`config.mk`:
```
export PLATFORM = sky130hd
export DESIGN_NAME = oss_hal_regbank
export DESIGN_NICKNAME = d
export VERILOG_FILES = /design/src/rtl/oss_hal_regbank_pkg.sv /design/src/rtl/oss_hal_regbank_evt_sticky.sv /design/src/rtl/oss_hal_regbank.sv
export SDC_FILE = /design/constraint.sdc
export NUM_CORES = 1
export LEC_CHECK = 0
export ABC_AREA = 1
export CAP_MARGIN = 0
export CORE_AREA = 2 2 175 177
export DETAILED_ROUTE_END_ITERATION = 16
export DIE_AREA = 0 0 177 179
export PLACE_DENSITY = 0.75
export SLEW_MARGIN = 0
export SYNTH_ARGS = -nofsm -noshare
export SYNTH_HDL_FRONTEND = slang
export SYNTH_SLANG_ARGS = --single-unit
```
`constraint.sdc`:
```
create_clock -name hal_clk -period 5.2 [get_ports hal_clk]
set_clock_uncertainty 0.2 [all_clocks]
set_input_delay 1.04 -clock hal_clk [delete_from_list [all_inputs] [get_ports hal_clk]]
set_output_delay 1.04 -clock hal_clk [all_outputs]
set_load 0.1 [all_outputs]
```
`src/rtl/oss_hal_regbank_pkg.sv`:
```
// Shared constants and types for the OPS-SAT HAL register bank.
package oss_hal_pkg;

  // System register word addresses
  localparam int unsigned ADDR_VERSION    = 32'h0000_0000;
  localparam int unsigned ADDR_HIGHWATER  = 32'h0000_0001;
  localparam int unsigned ADDR_BADCNT     = 32'h0000_0002;
  localparam int unsigned ADDR_EVT_STICKY = 32'h0000_0003;
  localparam int unsigned ADDR_EVT_MASK   = 32'h0000_0004;

  // Base addresses of the read/write and read-only register windows
  localparam int unsigned RW_BASE = 32'h0000_0010;
  localparam int unsigned RO_BASE = 32'h0000_0020;

  // Value returned for reads of unmapped addresses
  localparam logic [31:0] BAD_READ_VALUE = 32'hDEAD_BEEF;

  // Address decode classes
  typedef enum logic [1:0] {
    DEC_SYS = 2'd0,
    DEC_RW  = 2'd1,
    DEC_RO  = 2'd2,
    DEC_BAD = 2'd3
  } dec_class_e;

endpackage

```
`src/rtl/oss_hal_regbank_evt_sticky.sv`:
```
// Sticky event capture with write-1-to-clear, mask register and a
// registered interrupt. A new event beats a clear on the same bit.
module oss_hal_evt_sticky #(
  parameter int NUM_EVT = 8
) (
  input  logic               clk,
  input  logic               reset_n,
  input  logic [NUM_EVT-1:0] evt,
  input  logic               clr_en,
  input  logic [NUM_EVT-1:0] clr_bits,
  input  logic               mask_we,
  input  logic [NUM_EVT-1:0] mask_data,
  output logic [NUM_EVT-1:0] sticky,
  output logic [NUM_EVT-1:0] mask,
  output logic               irq
);

  logic [NUM_EVT-1:0] sticky_r;
  logic [NUM_EVT-1:0] mask_r;
  logic [NUM_EVT-1:0] clr_s;
  logic               irq_r;

  // Bits to clear this cycle, only when a W1C write is in progress
  always_comb begin
    clr_s = '0;
    if (clr_en) begin
      clr_s = clr_bits;
    end else begin
      clr_s = '0;
    end
  end

  // Sticky capture, mask update and interrupt register
  always_ff @(posedge clk) begin
    if (!reset_n) begin
      sticky_r <= '0;
      mask_r   <= '0;
      irq_r    <= 1'b0;
    end else begin
      sticky_r <= (sticky_r & ~clr_s) | evt;
      if (mask_we) begin
        mask_r <= mask_data;
      end
      irq_r <= |(sticky_r & mask_r);
    end
  end

  assign sticky = sticky_r;
  assign mask   = mask_r;
  assign irq    = irq_r;

endmodule

```
`src/rtl/oss_hal_regbank.sv`:
```
// Parametrised HAL register bank: control/status registers, sticky events,
// bad-access counter and registered read port.
// Optional macro OSS_HAL_HIGHWATER_EN adds the address high-water register;
// without it address 0x01 reads as zero.
module oss_hal_regbank #(
  parameter int          ADDR_W  = 16,
  parameter int          DATA_W  = 32,
  parameter int          NUM_RW  = 4,
  parameter int          NUM_RO  = 4,
  parameter int          NUM_EVT = 8,
  parameter logic [31:0] VERSION = 32'h0055_0002
) (
  input  logic                     hal_clk,
  input  logic                     hal_reset_n,
  input  logic                     reg_itf_write_in,
  input  logic                     reg_itf_read_in,
  input  logic [ADDR_W-1:0]        reg_itf_addr_in,
  input  logic [DATA_W-1:0]        reg_itf_writedata_in,
  output logic [DATA_W-1:0]        reg_itf_readdata_out,
  output logic                     reg_itf_readvalid_out,
  output logic [NUM_RW*DATA_W-1:0] rw_regs_out,
  output logic [NUM_RW-1:0]        wr_pulse_out,
  input  logic [NUM_RO*DATA_W-1:0] ro_regs_in,
  input  logic [NUM_EVT-1:0]       evt_in,
  output logic                     evt_irq_out
);
  import oss_hal_pkg::*;

  localparam logic [ADDR_W-1:0] A_VERSION = ADDR_W'(ADDR_VERSION);
  localparam logic [ADDR_W-1:0] A_HW      = ADDR_W'(ADDR_HIGHWATER);
  localparam logic [ADDR_W-1:0] A_BADCNT  = ADDR_W'(ADDR_BADCNT);
  localparam logic [ADDR_W-1:0] A_STICKY  = ADDR_W'(ADDR_EVT_STICKY);
  localparam logic [ADDR_W-1:0] A_MASK    = ADDR_W'(ADDR_EVT_MASK);
  localparam logic [ADDR_W-1:0] A_RW      = ADDR_W'(RW_BASE);
  localparam logic [ADDR_W-1:0] A_RO      = ADDR_W'(RO_BASE);

  logic [DATA_W-1:0]  rw_r [NUM_RW];
  logic [DATA_W-1:0]  rd_data_r;
  logic               rd_valid_r;
  logic [NUM_RW-1:0]  wr_pulse_r;
  logic [DATA_W-1:0]  badcnt_r;

  dec_class_e         dec_s;
  logic               wr_ok_s;
  logic               bad_inc_s;
  logic               cnt_clr_s;
  logic               sticky_clr_s;
  logic               mask_we_s;
  logic [NUM_RW-1:0]  rw_we_s;
  logic [DATA_W-1:0]  rd_mux_s;
  logic [NUM_EVT-1:0] sticky_s;
  logic [NUM_EVT-1:0] mask_s;
  logic               irq_s;
  logic [ADDR_W-1:0]  hw_s;

  // Classify the current address
  always_comb begin
    dec_s = DEC_BAD;
    if (reg_itf_addr_in <= A_MASK) begin
      dec_s = DEC_SYS;
    end else if (reg_itf_addr_in >= A_RW && reg_itf_addr_in < A_RW + ADDR_W'(NUM_RW)) begin
      dec_s = DEC_RW;
    end else if (reg_itf_addr_in >= A_RO && reg_itf_addr_in < A_RO + ADDR_W'(NUM_RO)) begin
      dec_s = DEC_RO;
    end else begin
      dec_s = DEC_BAD;
    end
  end

  // Write legality, write enables and bad-access detection
  always_comb begin
    wr_ok_s = 1'b0;
    case (dec_s)
      DEC_SYS: wr_ok_s = (reg_itf_addr_in == A_BADCNT) || (reg_itf_addr_in == A_STICKY) ||
                         (reg_itf_addr_in == A_MASK);
      DEC_RW:  wr_ok_s = 1'b1;
      DEC_RO:  wr_ok_s = 1'b0;
      default: wr_ok_s = 1'b0;
    endcase
    bad_inc_s    = (reg_itf_write_in && !wr_ok_s) || (reg_itf_read_in && (dec_s == DEC_BAD));
    cnt_clr_s    = reg_itf_write_in && (reg_itf_addr_in == A_BADCNT);
    sticky_clr_s = reg_itf_write_in && (reg_itf_addr_in == A_STICKY);
    mask_we_s    = reg_itf_write_in && (reg_itf_addr_in == A_MASK);
    rw_we_s      = '0;
    for (int k = 0; k < NUM_RW; k++) begin
      rw_we_s[k] = reg_itf_write_in && (reg_itf_addr_in == A_RW + ADDR_W'(k));
    end
  end

  // Read data multiplexer, sampling state before any same-cycle write
  always_comb begin
    rd_mux_s = DATA_W'(BAD_READ_VALUE);
    case (dec_s)
      DEC_SYS: begin
        if (reg_itf_addr_in == A_VERSION) begin
          rd_mux_s = DATA_W'(VERSION);
        end else if (reg_itf_addr_in == A_HW) begin
          rd_mux_s = DATA_W'(hw_s);
        end else if (reg_itf_addr_in == A_BADCNT) begin
          rd_mux_s = badcnt_r;
        end else if (reg_itf_addr_in == A_STICKY) begin
          rd_mux_s = DATA_W'(sticky_s);
        end else begin
          rd_mux_s = DATA_W'(mask_s);
        end
      end
      DEC_RW: begin
        for (int k = 0; k < NUM_RW; k++) begin
          if (reg_itf_addr_in == A_RW + ADDR_W'(k)) begin
            rd_mux_s = rw_r[k];
          end
        end
      end
      DEC_RO: begin
        for (int k = 0; k < NUM_RO; k++) begin
          if (reg_itf_addr_in == A_RO + ADDR_W'(k)) begin
            rd_mux_s = ro_regs_in[k*DATA_W +: DATA_W];
          end
        end
      end
      default: rd_mux_s = DATA_W'(BAD_READ_VALUE);
    endcase
  end

  // Read port, control registers, write strobes and bad-access counter
  always_ff @(posedge hal_clk) begin
    if (!hal_reset_n) begin
      rd_data_r  <= '0;
      rd_valid_r <= 1'b0;
      wr_pulse_r <= '0;
      badcnt_r   <= '0;
      for (int k = 0; k < NUM_RW; k++) begin
        rw_r[k] <= '0;
      end
    end else begin
      rd_valid_r <= reg_itf_read_in;
      if (reg_itf_read_in) begin
        rd_data_r <= rd_mux_s;
      end
      wr_pulse_r <= rw_we_s;
      for (int k = 0; k < NUM_RW; k++) begin
        if (rw_we_s[k]) begin
          rw_r[k] <= reg_itf_writedata_in;
        end
      end
      if (cnt_clr_s) begin
        badcnt_r <= '0;
      end else if (bad_inc_s && (badcnt_r != {DATA_W{1'b1}})) begin
        badcnt_r <= badcnt_r + DATA_W'(1);
      end
    end
  end

`ifdef OSS_HAL_HIGHWATER_EN
  logic [ADDR_W-1:0] hw_r;

  // Track the highest address seen on any access
  always_ff @(posedge hal_clk) begin
    if (!hal_reset_n) begin
      hw_r <= '0;
    end else if ((reg_itf_read_in || reg_itf_write_in) && (reg_itf_addr_in > hw_r)) begin
      hw_r <= reg_itf_addr_in;
    end
  end

  assign hw_s = hw_r;
`else
  assign hw_s = '0;
`endif

  oss_hal_evt_sticky #(
    .NUM_EVT (NUM_EVT)
  ) u_evt (
    .clk       (hal_clk),
    .reset_n   (hal_reset_n),
    .evt       (evt_in),
    .clr_en    (sticky_clr_s),
    .clr_bits  (reg_itf_writedata_in[NUM_EVT-1:0]),
    .mask_we   (mask_we_s),
    .mask_data (reg_itf_writedata_in[NUM_EVT-1:0]),
    .sticky    (sticky_s),
    .mask      (mask_s),
    .irq       (irq_s)
  );

  for (genvar g = 0; g < NUM_RW; g++) begin : g_rw_out
    assign rw_regs_out[g*DATA_W +: DATA_W] = rw_r[g];
  end

  assign reg_itf_readdata_out  = rd_data_r;
  assign reg_itf_readvalid_out = rd_valid_r;
  assign wr_pulse_out          = wr_pulse_r;
  assign evt_irq_out           = irq_s;

endmodule
```
### Word level (Yosys, flattened, before mapping)

Memories as Yosys holds them, arrays and structs flattened.
Cells that the tools add are included.

| word-level totals | value |
|---|---|
| memories kept | 1 |
| RAM bits | 128 |
| register bits after elaboration | 86 |

| cells by class | value |
|---|---|
| bitwise logic cells | 9 |
| multiplexer cells | 35 |
| $lt $le $gt $ge | 5 |
| equality and inequality tests | 16 |
| add/sub/neg operators | 1 |
| reductions and logical operators | 20 |

Memories:

| memory | depth | width | rd ports | clocked after memory_dff | write ports | line | text |
|---|---|---|---|---|---|---|---|
| rw_r | 4 | 32 | 4 | 0 | 4 | oss_hal_regbank.sv:37 | `logic [DATA_W-1:0] rw_r [NUM_RW];` |

Operator list:

| kind | count |
|---|---|
| 2-to-1 mux 32 bit | 15 |
| one-hot mux 32 bit (3 select lines) | 1 |
| == test 16 x 5 -> 1 bit (second input constant) | 4 |
| == test 16 x 6 -> 1 bit (second input constant) | 4 |
| adder 32 x 1 -> 32 bit (second input constant) | 1 |
| == test 16 x 2 -> 1 bit (second input constant) | 2 |
| inequality test 32 bit (second input constant) | 1 |
| bitwise AND 8 bit | 2 |
| == test 16 x 1 -> 1 bit (second input constant) | 1 |
| == test 16 x 3 -> 1 bit (second input constant) | 1 |
| greater-or-equal comparator 16 x 5 -> 1 bit (second input constant) | 1 |
| greater-or-equal comparator 16 x 6 -> 1 bit (second input constant) | 1 |
| <= comparator 16 x 3 -> 1 bit (second input constant) | 1 |
| zero test 16 bit | 1 |
| less-than comparator 16 x 5 -> 1 bit (second input constant) | 1 |
| less-than comparator 16 x 6 -> 1 bit (second input constant) | 1 |
| 2-to-1 mux 8 bit | 2 |
| 2-to-1 mux 1 bit | 14 |
| logical AND 1 bit | 12 |
| NOT 8 bit | 1 |
| bitwise OR 8 bit | 1 |
| OR reduction 8 bit | 1 |
| == test 2 bit (second input constant) | 2 |
| 2-to-1 mux 2 bit | 2 |
| 8 further kinds | 13 |

### Longest topological paths before layout

Gate-level depths: netlist (run 1).

| depth | value |
|---|---|
| depth in word-level cells | 11 |
| depth in mapped cells | 16 |
| depth with buffers taken out | 14 |

### By module

From an unflattened synthesis (run 1), not the netlist that was laid out.

| unflattened totals | value |
|---|---|
| cells, all modules | 1604 |
| area total of the unflattened synthesis | 11939.0 sq um |

Modules (own cells, without submodules):

| module | seq. area each (sq um) | cells an instance | instances | area each (sq um) |
|---|---|---|---|---|
| oss_hal_regbank | 5225.0 | 1521 | 1 | 11322.1 |
| oss_hal_evt_sticky | 340.3 | 83 | 1 | 616.8 |

### Least setup slack after synthesis (run 1)

No wires, ideal clock.

| timing | value |
|---|---|
| path kind | input to register |
| start | in reg_itf_addr_in[13] |
| end | mem rw_r[0][0], enable pin |
| path slack | 182 ps |
| library setup time | 466 ps |
| data arrival time | 4352 ps |
| data required time | 4534 ps |
| stages on the path | 9 |
| cell sequence | nor2_1 -> nand2_1 -> nor2_1 -> buf_4 -> nand3_2 -> inv_2 -> nand2_4 -> buf_2 -> o21ai_0 |

RTL lines:

| what | line | text |
|---|---|---|
| start, declared | oss_hal_regbank.sv:17 | `input logic [ADDR_W-1:0] reg_itf_addr_in,` |
| end, declared | oss_hal_regbank.sv:37 |  |

### Worst setup path in the final report (run 1)

| timing | value |
|---|---|
| start | in reg_itf_addr_in[15] |
| end | reg badcnt_r[19] |

| between the ends | value |
|---|---|
| cells in the longest elaborated chain, start to end | 11 |

RTL lines:

| what | line | text |
|---|---|---|
| greater-or-equal comparator 16 x 6 -> 1 bit / less-than comparator 16 x 6 -> 1 bit (equally long branches) | oss_hal_regbank.sv:63 | `end else if (reg_itf_addr_in >= A_RO && reg_itf_addr_in < A_RO + ADDR_W'(NUM_RO)) begin` |
| logical AND 1 bit | oss_hal_regbank.sv:63 |  |
| 2-to-1 mux 1 bit | oss_hal_regbank.sv:63 |  |
| 2-to-1 mux 2 bit | oss_hal_regbank.sv:61 | `end else if (reg_itf_addr_in >= A_RW && reg_itf_addr_in < A_RW + ADDR_W'(NUM_RW)) begin` |
| 2-to-1 mux 2 bit | oss_hal_regbank.sv:59 | `if (reg_itf_addr_in <= A_MASK) begin` |
| == test 2 x 1 -> 1 bit / zero test 2 bit (equally long branches) | oss_hal_regbank.sv:73 | `case (dec_s)` |
| one-hot mux 1 bit (2 select lines) | oss_hal_regbank.sv:73 |  |
| zero test 1 bit | oss_hal_regbank.sv:80 | `bad_inc_s = (reg_itf_write_in && !wr_ok_s) \|\| (reg_itf_read_in && (dec_s == DEC_BAD));` |
| logical AND 1 bit | oss_hal_regbank.sv:80 |  |
| logical OR 1 bit | oss_hal_regbank.sv:80 |  |
| logical AND 1 bit | oss_hal_regbank.sv:148 | `end else if (bad_inc_s && (badcnt_r != {DATA_W{1'b1}})) begin` |
| end signal, assigned | oss_hal_regbank.sv:149 | `badcnt_r <= badcnt_r + DATA_W'(1);` |
| end, declared | oss_hal_regbank.sv:41 | `logic [DATA_W-1:0] badcnt_r;` |

Several ways; a longest one is shown, not always the timed one.
A chain may end at the register's enable or synchronous reset.

==> results of run 1 <==
-- flip-flops by register name, summed over array words and instances, names as in the netlist --
signal,count
u_evt.mask,8
reg_itf_readvalid_out,1
u_evt.sticky,8
reg_itf_readdata_out,32
u_evt.irq,1
rw_r,128
wr_pulse_out,4
badcnt_r,32
-- layer usage --
metal	routed length, µm	part of all wire (%)	GRT usage, %
met1	18400	40	37.4
met2	21600	48	46.0
met3	4300	9.5	5.49
met4	1060	2.3	6.51
met5	0	0	0
-- stage by stage --
stage,total power [µW],instances
after floorplan,2520,1563
after global placement,2860,2261
after detailed placement,2860,2261
after CTS,4700,2305
after global routing,4810,2307
final,4700,2307
-- kinds of logic after synthesis --
family / synth area share [%]
buffers and inverters: 7.57
AO/OA/AOI/OAI: 8.98
XOR/XNOR: 2.01
flip-flops: 47.4
adder cells (fa/ha/maj): 0.107
AND/OR/NAND/NOR: 33.9
-- final cells by class --
cell class,count,area [µm²]
diodes,2,5.00
clock inverters,12,169
well taps,396,495
inverters,147,552
multi-input cells,1124,5350
flip-flops and latches,214,5570
repair buffers,380,3740
clock buffers,32,692
fillers,2758,13500
-- final timing paths --
kind,from,endpoint,slack (ns)
setup / recovery,reg_itf_addr_in[15],badcnt_r[19]$_SDFFE_PP0P_,1.23
hold / removal,u_evt.mask[4]$_SDFFE_PN0P_,u_evt.mask[4]$_SDFFE_PN0P_,0.27
setup reg to reg,badcnt_r[2]$_SDFFE_PP0P_,badcnt_r[19]$_SDFFE_PP0P_,2.62
hold reg to reg,u_evt.mask[4]$_SDFFE_PN0P_,u_evt.mask[4]$_SDFFE_PN0P_,0.27
-- worst reg2reg max path, cell delays in order, from the launching register on --
cell and delay, ns:
dfxtp_1 0.44, inv_1 0.11, nor3_1 0.30, nand2_1 0.20, nor2_1 0.30, nand3b_1 0.16, nand2_2 0.50, nand2_1 0.13
a21oi_1 0.17
-- synthesized netlist by cell type (16+ instances only) --
cell type  number  area [µm²]
buf_2          17        85.1
o2111ai_1      17         149
dfxtp_1        86        1720
edfxtp_1      128        3840
inv_1         129         484
nand3_1       123         616
nor2_1        376        1410
a21oi_1        84         420
nand2_1       252         946
or2_2          26         163
clkbuf_1       51         191
o21ai_0        61         305
nand3b_1       26         195
xor2_1         25         219
inv_2          17        63.8
nand4_1        37         231
or2_0          16         100
o21ai_1        27         135
-- where the power goes --
group	switching, µW	total (µW)	leakage [µW]	internal, µW
logic	655	912	0.00406	257
registers	52.5	1920	0.00192	1860
clock network	733	1870	0.000423	1140
total	1440	4700	0.00640	3260
==> summary.md, run 1 <==
| Metric | Value |
|---|---|
| Setup tns final | `0 ns` |
| Initial core utilization | `39.1%` |
| Hold depth | `2` |
| Die ar. | `0.0317 mm²` |
| Syn Nets | `1752` |
| Initial antenna violation count | `2` |
| DRT Pass-1 Iters | `7` |
| Setup CP Type | `input pin to flop` |
| Setup bufs post-CTS | `0` |
| Cell Area, Synth | `0.0117 mm²` |
| Hold_buf cts | `0` |
| Max cap viols | `0` |
| RSZ-0062 raised after global routing | `no` |
| Via Count | `12300` |
| Clk buf depth | `3` |
| Avg Vias per Cell | `5.31` |
| FF-to-FF path depth | `8` |
| Status | `completed` |
| Final Hold Fails | `0` |
| Global-route wire length before repair | `67200 µm` |
| Fmax | `0.252 GHz` |
| Slew Viols, Final | `0` |
| Setup WS pre-CTS | `0.779 ns` |
| ANT nets after route | `0` |
| Critical path peak fanout | `34` |
| Levels on crit path | `12` |
| P_leak | `0.00640 µW` |
| YS warnings | `0` |
| Crit-path max cell delay | `0.65 ns` |
| Global Route Usage Sum | `27.8%` |
| Worst Path Buf+Inv | `2` |
| Critical Path AT | `4.21 ns` |
| Cell mode on critical path | `nand2_1` |
| Tmin final | `3.97 ns` |
| Seq cells post-synth | `214` |
| Worst-skew pair later-pin latency | `0.52 ns` |
| Critical Path RT | `5.44 ns` |
| Commonest non-fill, non-tap cell in the layout | `nor2_1` |
| Iter 0 DRT Violations | `1261` |
| Placed Area | `0.0157 mm²` |
| TritonCTS clock tree | `yes` |
| Largest net degree at the start of global routing | `49` |
| Sink Count | `214` |
| Number of global-route vias before repair | `11500` |
| H-Tree Depth | `1` |
| PortBufs | `353` |
| Sequential area share after synthesis | `47.4%` |
| Worst min path class | `flop to flop` |
| # nets final | `2080` |
| Rows | `64` |
| Startpoint types | `input pin` |
| Final WS setup | `1.23 ns` |
| Slowest cell on crit path | `nand2_2` |
| Drt total wl | `45400 µm` |
| Most frequent cells in the layout | `375 x nor2_1, 353 x clkdlybuf4s50_1, 252 x nand2_1` |
| Grt ovf | `0` |
| Clock root cell | `clkbuf_16` |
| Endpoints failing setup | `0` |
| Core area | `0.0300 mm²` |
| Post-layout util | `55.2%` |
| Post-synth ARST share | `0%` |
| Worst Max-Slew Pin Slew | `1.10 ns` |
| Routed len/inst | `19.7 µm` |
| Post-cts sizing count | `0` |
| I/O pins | `354` |
| Fin crit share | `76.3%` |
| CP delay by family, top | `simple AND/OR/NAND/NOR gates` |
| Power Density | `284 mW/mm²` |
| Die Ht | `179 µm` |
| Worst vdd ir | `0.260 mV` |
| Num CTS Buffers | `24` |
| GP Congestion | `0.922` |
| Fin Hold WS | `0.266 ns` |
| Hpwl dp | `32600 µm` |
| Top FF cell, synth | `edfxtp_1` |
| Area Overhead vs Synth | `41.1%` |
| Die W | `177 µm` |
| Critical-path cell list | `clkdlybuf4s50_1, nor2_1, nand2_1, nor2_4, nand4_2, nand2_1, inv_2, nand3_1, nand2_2, nand2_2, nand2_1, a21oi_1` |
| Clk slew on worst S/H paths | `0.06 ns` |
| # DRC | `0` |
| Share of cells above drive strength 1 | `7.07%` |
| Mean Syn Cell Area | `7.51 µm²` |
| Slew headroom | `26.7%` |
| Distinct cells, synth | `38` |
| Design Area, Final | `0.0166 mm²` |
| Post-synth EDFFs | `128` |
| Critical path capture point type | `flop` |
| Mapped Cells | `1563` |
Note: power is estimated with default switching activity, not from simulation.
==> run 2: changes to the inputs <==
PLACE_DENSITY = 0.72   (was 0.75)
clock period = 3.9 ns   (was 5.2 ns; I/O delays follow)
==> run 2 against run 1 <==
Clock power up 26%. Die area unchanged. Global-route usage down 0.15 points. Hold slack better by 0.0091 ns. Critical endpoint is now reg_itf_readdata_out[18].
==> summary.md, run 2 (synthesis results as in run 1) <==
| Metric | Value |
|---|---|
| Crit-path max cell delay | `1.19 ns (+0.54 ns)` |
| DRT Pass-1 Iters | `5 (-2)` |
| Startpoint types | `flop` |
| Worst min path class | `flop to flop` |
| Worst vdd ir | `0.423 mV (+62%)` |
| Hold depth | `2 (unchanged)` |
| Seq pwr share | `41.7% (+0.9 points)` |
| Slowest cell on crit path | `clkdlybuf4s50_1` |
| PortBufs | `353 (unchanged)` |
| P_int | `4250 µW (+30%)` |
| Levels on crit path | `1 (-11)` |
| M1 wire length | `18700 µm (+1.6%)` |
| FF-to-FF path depth | `8 (unchanged)` |
| Status | `completed` |
| Critical path capture point type | `primary output` |
| CP delay by family, top | `buffers and inverters` |
| Final WS setup | `0.769 ns (-0.461 ns)` |
| Initial core utilization | `39.1% (unchanged)` |
| Critical-path cell list | `clkdlybuf4s50_1` |
| Global Route Usage Sum | `27.6% (-0.15 points)` |
| Power Total | `6140 µW (+31%)` |
| Most frequent cells in the layout | `375 x nor2_1, 345 x clkdlybuf4s50_1, 252 x nand2_1` |
| Met3 Wirelength | `4570 µm (+6.4%)` |
| Largest net degree at the start of global routing | `49 (unchanged)` |
| Fin crit share | `80.3%` |
| Worst-skew pair later-pin latency | `0.53 ns (about the same)` |
| Commonest non-fill, non-tap cell in the layout | `nor2_1` |
| Num CTS Buffers | `24 (unchanged)` |
| Critical Path AT | `2.15 ns (-2.06 ns)` |
| Reg-to-reg slack, setup | `1.19 ns (-1.43 ns)` |
| Area of the multi-input gates | `0.00535 mm² (unchanged)` |
| Via Count | `12300 (+0.44%)` |
| Critical Path RT | `2.92 ns (-2.52 ns)` |
| Part of the power in combinational logic | `20.0% (+0.6 points)` |
| Clock share of power | `38.4% (-1.4 points)` |
| Post-cts sizing count | `0 (unchanged)` |
| Power Density | `369 mW/mm² (+30%)` |
| Tmin final | `3.13 ns` |
| Clk buf depth | `3 (unchanged)` |
| Area taken by flip-flops and latches | `0.00557 mm² (unchanged)` |
| Rows | `64 (unchanged)` |
| RSZ-0062 raised after global routing | `no` |
| Critical path peak fanout | `2 (-94%)` |
| Worst Path Buf+Inv | `1 (-1)` |
| Slew Viols, Final | `0 (unchanged)` |
| Final Hold Fails | `0 (unchanged)` |
| I/O pins | `354 (unchanged)` |
| Hold_buf cts | `0 (unchanged)` |
| GP Congestion | `0.933 (+1.3%)` |
| Clk slew on worst S/H paths | `0.06 ns (about the same)` |
| DP Cell Count | `2270 (+0.40%)` |
| Met2 wire length | `21100 µm (-2.5%)` |
| Die W | `177 µm (unchanged)` |
| Core area | `0.0300 mm² (unchanged)` |
| Sink Count | `214 (unchanged)` |
| Iter 0 DRT Violations | `1035 (-18%)` |
| Sw frac | `30.8% (+0.18 points)` |
| Top Layer Used | `met5` |
| Global-route wire length before repair | `66600 µm (-0.98%)` |
| Setup tns final | `0 ns (unchanged)` |
| Psw | `1890 µW (+32%)` |
| Post-layout util | `55.4% (+0.26 points)` |
| Share of cells above drive strength 1 | `7.82% (+0.75 points)` |
| Endpoints failing setup | `0 (unchanged)` |
| Routed len/inst | `19.7 µm (about the same)` |
| Max FFs per register | `128 (unchanged)` |
| Fillers | `2786 (+1.0%)` |
| Clock root cell | `clkbuf_16` |
| Max cap viols | `0 (unchanged)` |
| Slew headroom | `28.3% (+1.5 points)` |
| Area Overhead vs Synth | `41.7%` |
| Hpwl dp | `33500 µm (+2.7%)` |
| Setup WS pre-CTS | `0.350 ns (-0.429 ns)` |
| Grt ovf | `0 (unchanged)` |
| Setup bufs post-CTS | `0 (unchanged)` |
| H-Tree Depth | `1 (unchanged)` |
| # nets final | `2089 (+0.43%)` |
| Die Ht | `179 µm (unchanged)` |
| Setup CP Type | `flop to primary output` |
| Fin cells | `2315 (+0.35%)` |
| # DRC | `0 (unchanged)` |
| Fmax | `0.319 GHz` |
| Initial antenna violation count | `2 (unchanged)` |
| Worst Max-Slew Pin Slew | `1.07 ns (-0.0229 ns)` |
| Largest Register | `rw_r` |
| Die ar. | `0.0317 mm² (unchanged)` |
| P_leak | `0.00646 µW (+0.94%)` |
| Number of global-route vias before repair | `11500 (-0.25%)` |
| Avg Vias per Cell | `5.32 (about the same)` |
| Drt total wl | `45600 µm (+0.44%)` |
| TritonCTS clock tree | `yes` |
| ANT nets after route | `0 (unchanged)` |
==> run 2: cell types whose count changed in the layout (fill, tap and decap cells not counted), sizes merged <==
| cell | change |
|---|---|
| buf | +17 |
| clkdlybuf4s50 | -8 |
| clkinv | +2 |
| bufinv | -1 |
| clkbuf | -1 |
| diode | -1 |
==> run 2: layout make-up <==
class	count	share of cell area, %
Timing Repair Buffer	389	23.2
Multi-Input combinational cell	1124	32.1
Tap cell	396	2.98
Clock inverter	13	0.910
Sequential cell	214	33.4
Antenna cell	1	0.0150
Inverter	147	3.32
Clock buffer	31	4.01
==> run 2: path summary, 6_finish.rpt <==
path / start / endpoint
setup reg to reg: badcnt_r[2]$_SDFFE_PP0P_ / badcnt_r[26]$_SDFFE_PP0P_
setup / recovery: reg_itf_readdata_out[18]$_SDFFE_PN0P_ / reg_itf_readdata_out[18]
hold reg to reg: reg_itf_readdata_out[29]$_SDFFE_PN0P_ / reg_itf_readdata_out[29]$_SDFFE_PN0P_
hold / removal: reg_itf_readdata_out[29]$_SDFFE_PN0P_ / reg_itf_readdata_out[29]$_SDFFE_PN0P_
==> run 2: stage by stage <==
stage          hold slack (ns)  instance area [µm²]
6_report                 0.275                16600
5_1_grt                  0.289                16600
4_1_cts                  0.272                16600
3_5_place_dp             0.258                15800
3_3_place_gp             0.253                15800
2_1_floorplan            0.236                11700
==> run 2: power by group through the flow <==
| stage | logic (µW) | clock network, µW | registers [µW] |
|---|---|---|---|
| detailed placement | 1220 | 0 | 2600 |
| global route | 1270 | 2460 | 2570 |
| CTS | 1230 | 2370 | 2560 |
| global placement | 1220 | 0 | 2610 |
| floorplan | 133 | 0 | 3230 |
| finish | 1230 | 2360 | 2560 |
==> run 2: layer usage <==
| layer | vias to the layer above | global-route usage [%] |
|---|---|---|
| li1 | 5809 | - |
| met1 | 5727 | 37.5 |
| met2 | 688 | 44.6 |
| met3 | 79 | 6.13 |
| met4 | 2 | 7.23 |
| met5 | - | 0 |
==> run 3: changes to the inputs <==
PLACE_DENSITY = 0.75   (was 0.72)
clock period = 2.68 ns   (was 3.9 ns; I/O delays follow)
==> run 3 against run 2 <==
Die area unchanged. Sequential cell count unchanged. Combinational power up 46%. Hold slack worse by 0.0082 ns. Largest cell class unchanged. Largest power group unchanged.
==> summary.md, run 3 (synthesis results as in run 1) <==
| Metric | Value |
|---|---|
| Crit-path max cell delay | `0.42 ns (-0.77 ns)` |
| Largest net degree at the start of global routing | `34 (-31%)` |
| Die Ht | `179 µm (unchanged)` |
| # nets final | `2187 (+4.7%)` |
| Via Count | `13000 (+5.4%)` |
| R2R Path Start | `badcnt_r[2]$_SDFFE_PP0P_` |
| Worst vdd ir | `0.623 mV (+47%)` |
| Initial core utilization | `39.1% (unchanged)` |
| Largest Register | `rw_r` |
| ANT nets after route | `0 (unchanged)` |
| DRT Pass-1 Iters | `6 (+1)` |
| Number of global-route vias before repair | `12000 (+4.2%)` |
| Hold_buf cts | `0 (unchanged)` |
| Final Hold Fails | `0 (unchanged)` |
| Fillers | `2744 (-1.5%)` |
| P_leak | `0.00717 µW (+11%)` |
| Avg Vias per Cell | `5.38 (+1.2%)` |
| Post-cts sizing count | `0 (unchanged)` |
| Worst min path class | `flop to flop` |
| Critical Path RT | `2.90 ns (-0.02 ns)` |
| Power Total | `8820 µW (+44%)` |
| Routed len/inst | `19.6 µm (-0.44%)` |
| GP Congestion | `0.972 (+4.1%)` |
| Hpwl dp | `36500 µm (+8.9%)` |
| Fin cells | `2411 (+4.1%)` |
| Critical Path Source | `reg_itf_addr_in[3]` |
| Fmax | `0.407 GHz` |
| Post-layout util | `57.4% (+2.0 points)` |
| Die ar. | `0.0317 mm² (unchanged)` |
| Reg-to-reg slack, setup | `0.40 ns (-0.79 ns)` |
| Max FFs per register | `128 (unchanged)` |
| Global-route wire length before repair | `69300 µm (+4.1%)` |
| Commonest non-fill, non-tap cell in the layout | `nor2_1` |
| Global Route Usage Sum | `28.5% (+0.92 points)` |
| Share of cells above drive strength 1 | `20.2% (+12 points)` |
| H-Tree Depth | `1 (unchanged)` |
| DP Cell Count | `2368 (+4.3%)` |
| TritonCTS clock tree | `yes` |
| Power Density | `512 mW/mm² (+39%)` |
| Area Overhead vs Synth | `46.8%` |
| Tmin final | `2.45 ns` |
| Num CTS Buffers | `24 (unchanged)` |
| Initial antenna violation count | `2 (unchanged)` |
| Critical path capture point type | `flop` |
| RSZ-0062 raised after global routing | `no` |
| Clk slew on worst S/H paths | `0.06 ns (about the same)` |
| Slew Viols, Final | `0 (unchanged)` |
| Drt total wl | `47200 µm (+3.7%)` |
| Setup CP Type | `input pin to flop` |
| PortBufs | `353 (unchanged)` |
| Clock root cell | `clkbuf_16` |
| Most frequent cells in the layout | `375 x nor2_1, 271 x buf_4, 251 x nand2_1` |
| Slowest cell on crit path | `clkdlybuf4s50_1` |
| Cell mode on critical path | `nand2_1` |
| Status | `completed` |
| Sink Count | `214 (unchanged)` |
| Critical hold path startpoint | `reg_itf_readdata_out[17]$_SDFFE_PN0P_` |
| Grt ovf | `0 (unchanged)` |
| Endpoints failing setup | `0 (unchanged)` |
| Clk buf depth | `3 (unchanged)` |
| Worst-skew pair later-pin latency | `0.52 ns (about the same)` |
| CP delay by family, top | `buffers and inverters` |
| Startpoint types | `input pin` |
| Critical-path cell list | `clkdlybuf4s50_1, inv_1, nand2_1, nor2_1, buf_4, nand3_1, buf_4, o21ai_0, o21ai_1, nand2_1, nand3_1, nand2_1, inv_1` |
| I/O pins | `354 (unchanged)` |
| Rows | `64 (unchanged)` |
| Critical Path AT | `2.68 ns (+0.53 ns)` |
| Max cap viols | `0 (unchanged)` |
| Fin Hold WS | `0.266 ns (-0.00821 ns)` |
| # DRC | `0 (unchanged)` |
| Worst Path Buf+Inv | `5 (+4)` |
| Setup bufs post-CTS | `0 (unchanged)` |
| Ant diodes | `0 (-1)` |
| Iter 0 DRT Violations | `1372 (+33%)` |
| Worst Max-Slew Pin Slew | `0.764 ns (-0.308 ns)` |
| Core area | `0.0300 mm² (unchanged)` |
| Fin crit share | `91.6%` |
| Slew headroom | `49.0% (+21 points)` |
| Die W | `177 µm (unchanged)` |
| Critical path peak fanout | `11 (+9)` |
[run 3: where the power goes]
group | total (µW) | switching [µW] | internal [µW]
logic | 1800 | 1290 | 502
registers | 3740 | 120 | 3620
clock network | 3290 | 1390 | 1890
total | 8820 | 2810 | 6020
[run 3: worst min-delay path: cells and delay by family, from the launching register on]
family	cells	cell delay, ns
flops	1	0.31
compound gates	1	0.05
simple gates	1	0.06
[run 3: metal layers]
metal	vias to the layer above	track usage, %	wire, µm
li1	6007	-	-
met1	6126	38.1	18700
met2	735	46.8	22300
met3	96	6.47	5050
met4	2	7.47	1210
met5	-	0	9
[run 3: cell type report]
class                      instances  area (µm²)  share of cell area, %
multi-input combinational       1124        5350                   31.0
clock buffer                      26         629                   3.65
sequential                       214        5570                   32.3
timing repair buffer             487        4490                   26.0
clock inverter                    17         153                  0.886
inverter                         147         554                   3.22
tap                              396         495                   2.87
[run 3: worst paths after layout]
kind	cells after the start	end
max	13	reg_itf_readdata_out[23]$_SDFFE_PN0P_
min	2	reg_itf_readdata_out[17]$_SDFFE_PN0P_
max reg2reg	9	badcnt_r[9]$_SDFFE_PP0P_
min reg2reg	2	reg_itf_readdata_out[17]$_SDFFE_PN0P_
[run 3: per-stage QoR]
stage          TNS, ns  setup WS [ns]  instance area, µm²
2_1_floorplan   -0.865        -0.0270               11800
3_3_place_gp    -34.49         -0.245               16500
3_5_place_dp    -39.68         -0.277               16500
4_1_cts              0          0.248               17200
5_1_grt              0        0.00262               17200
6_report             0          0.225               17200
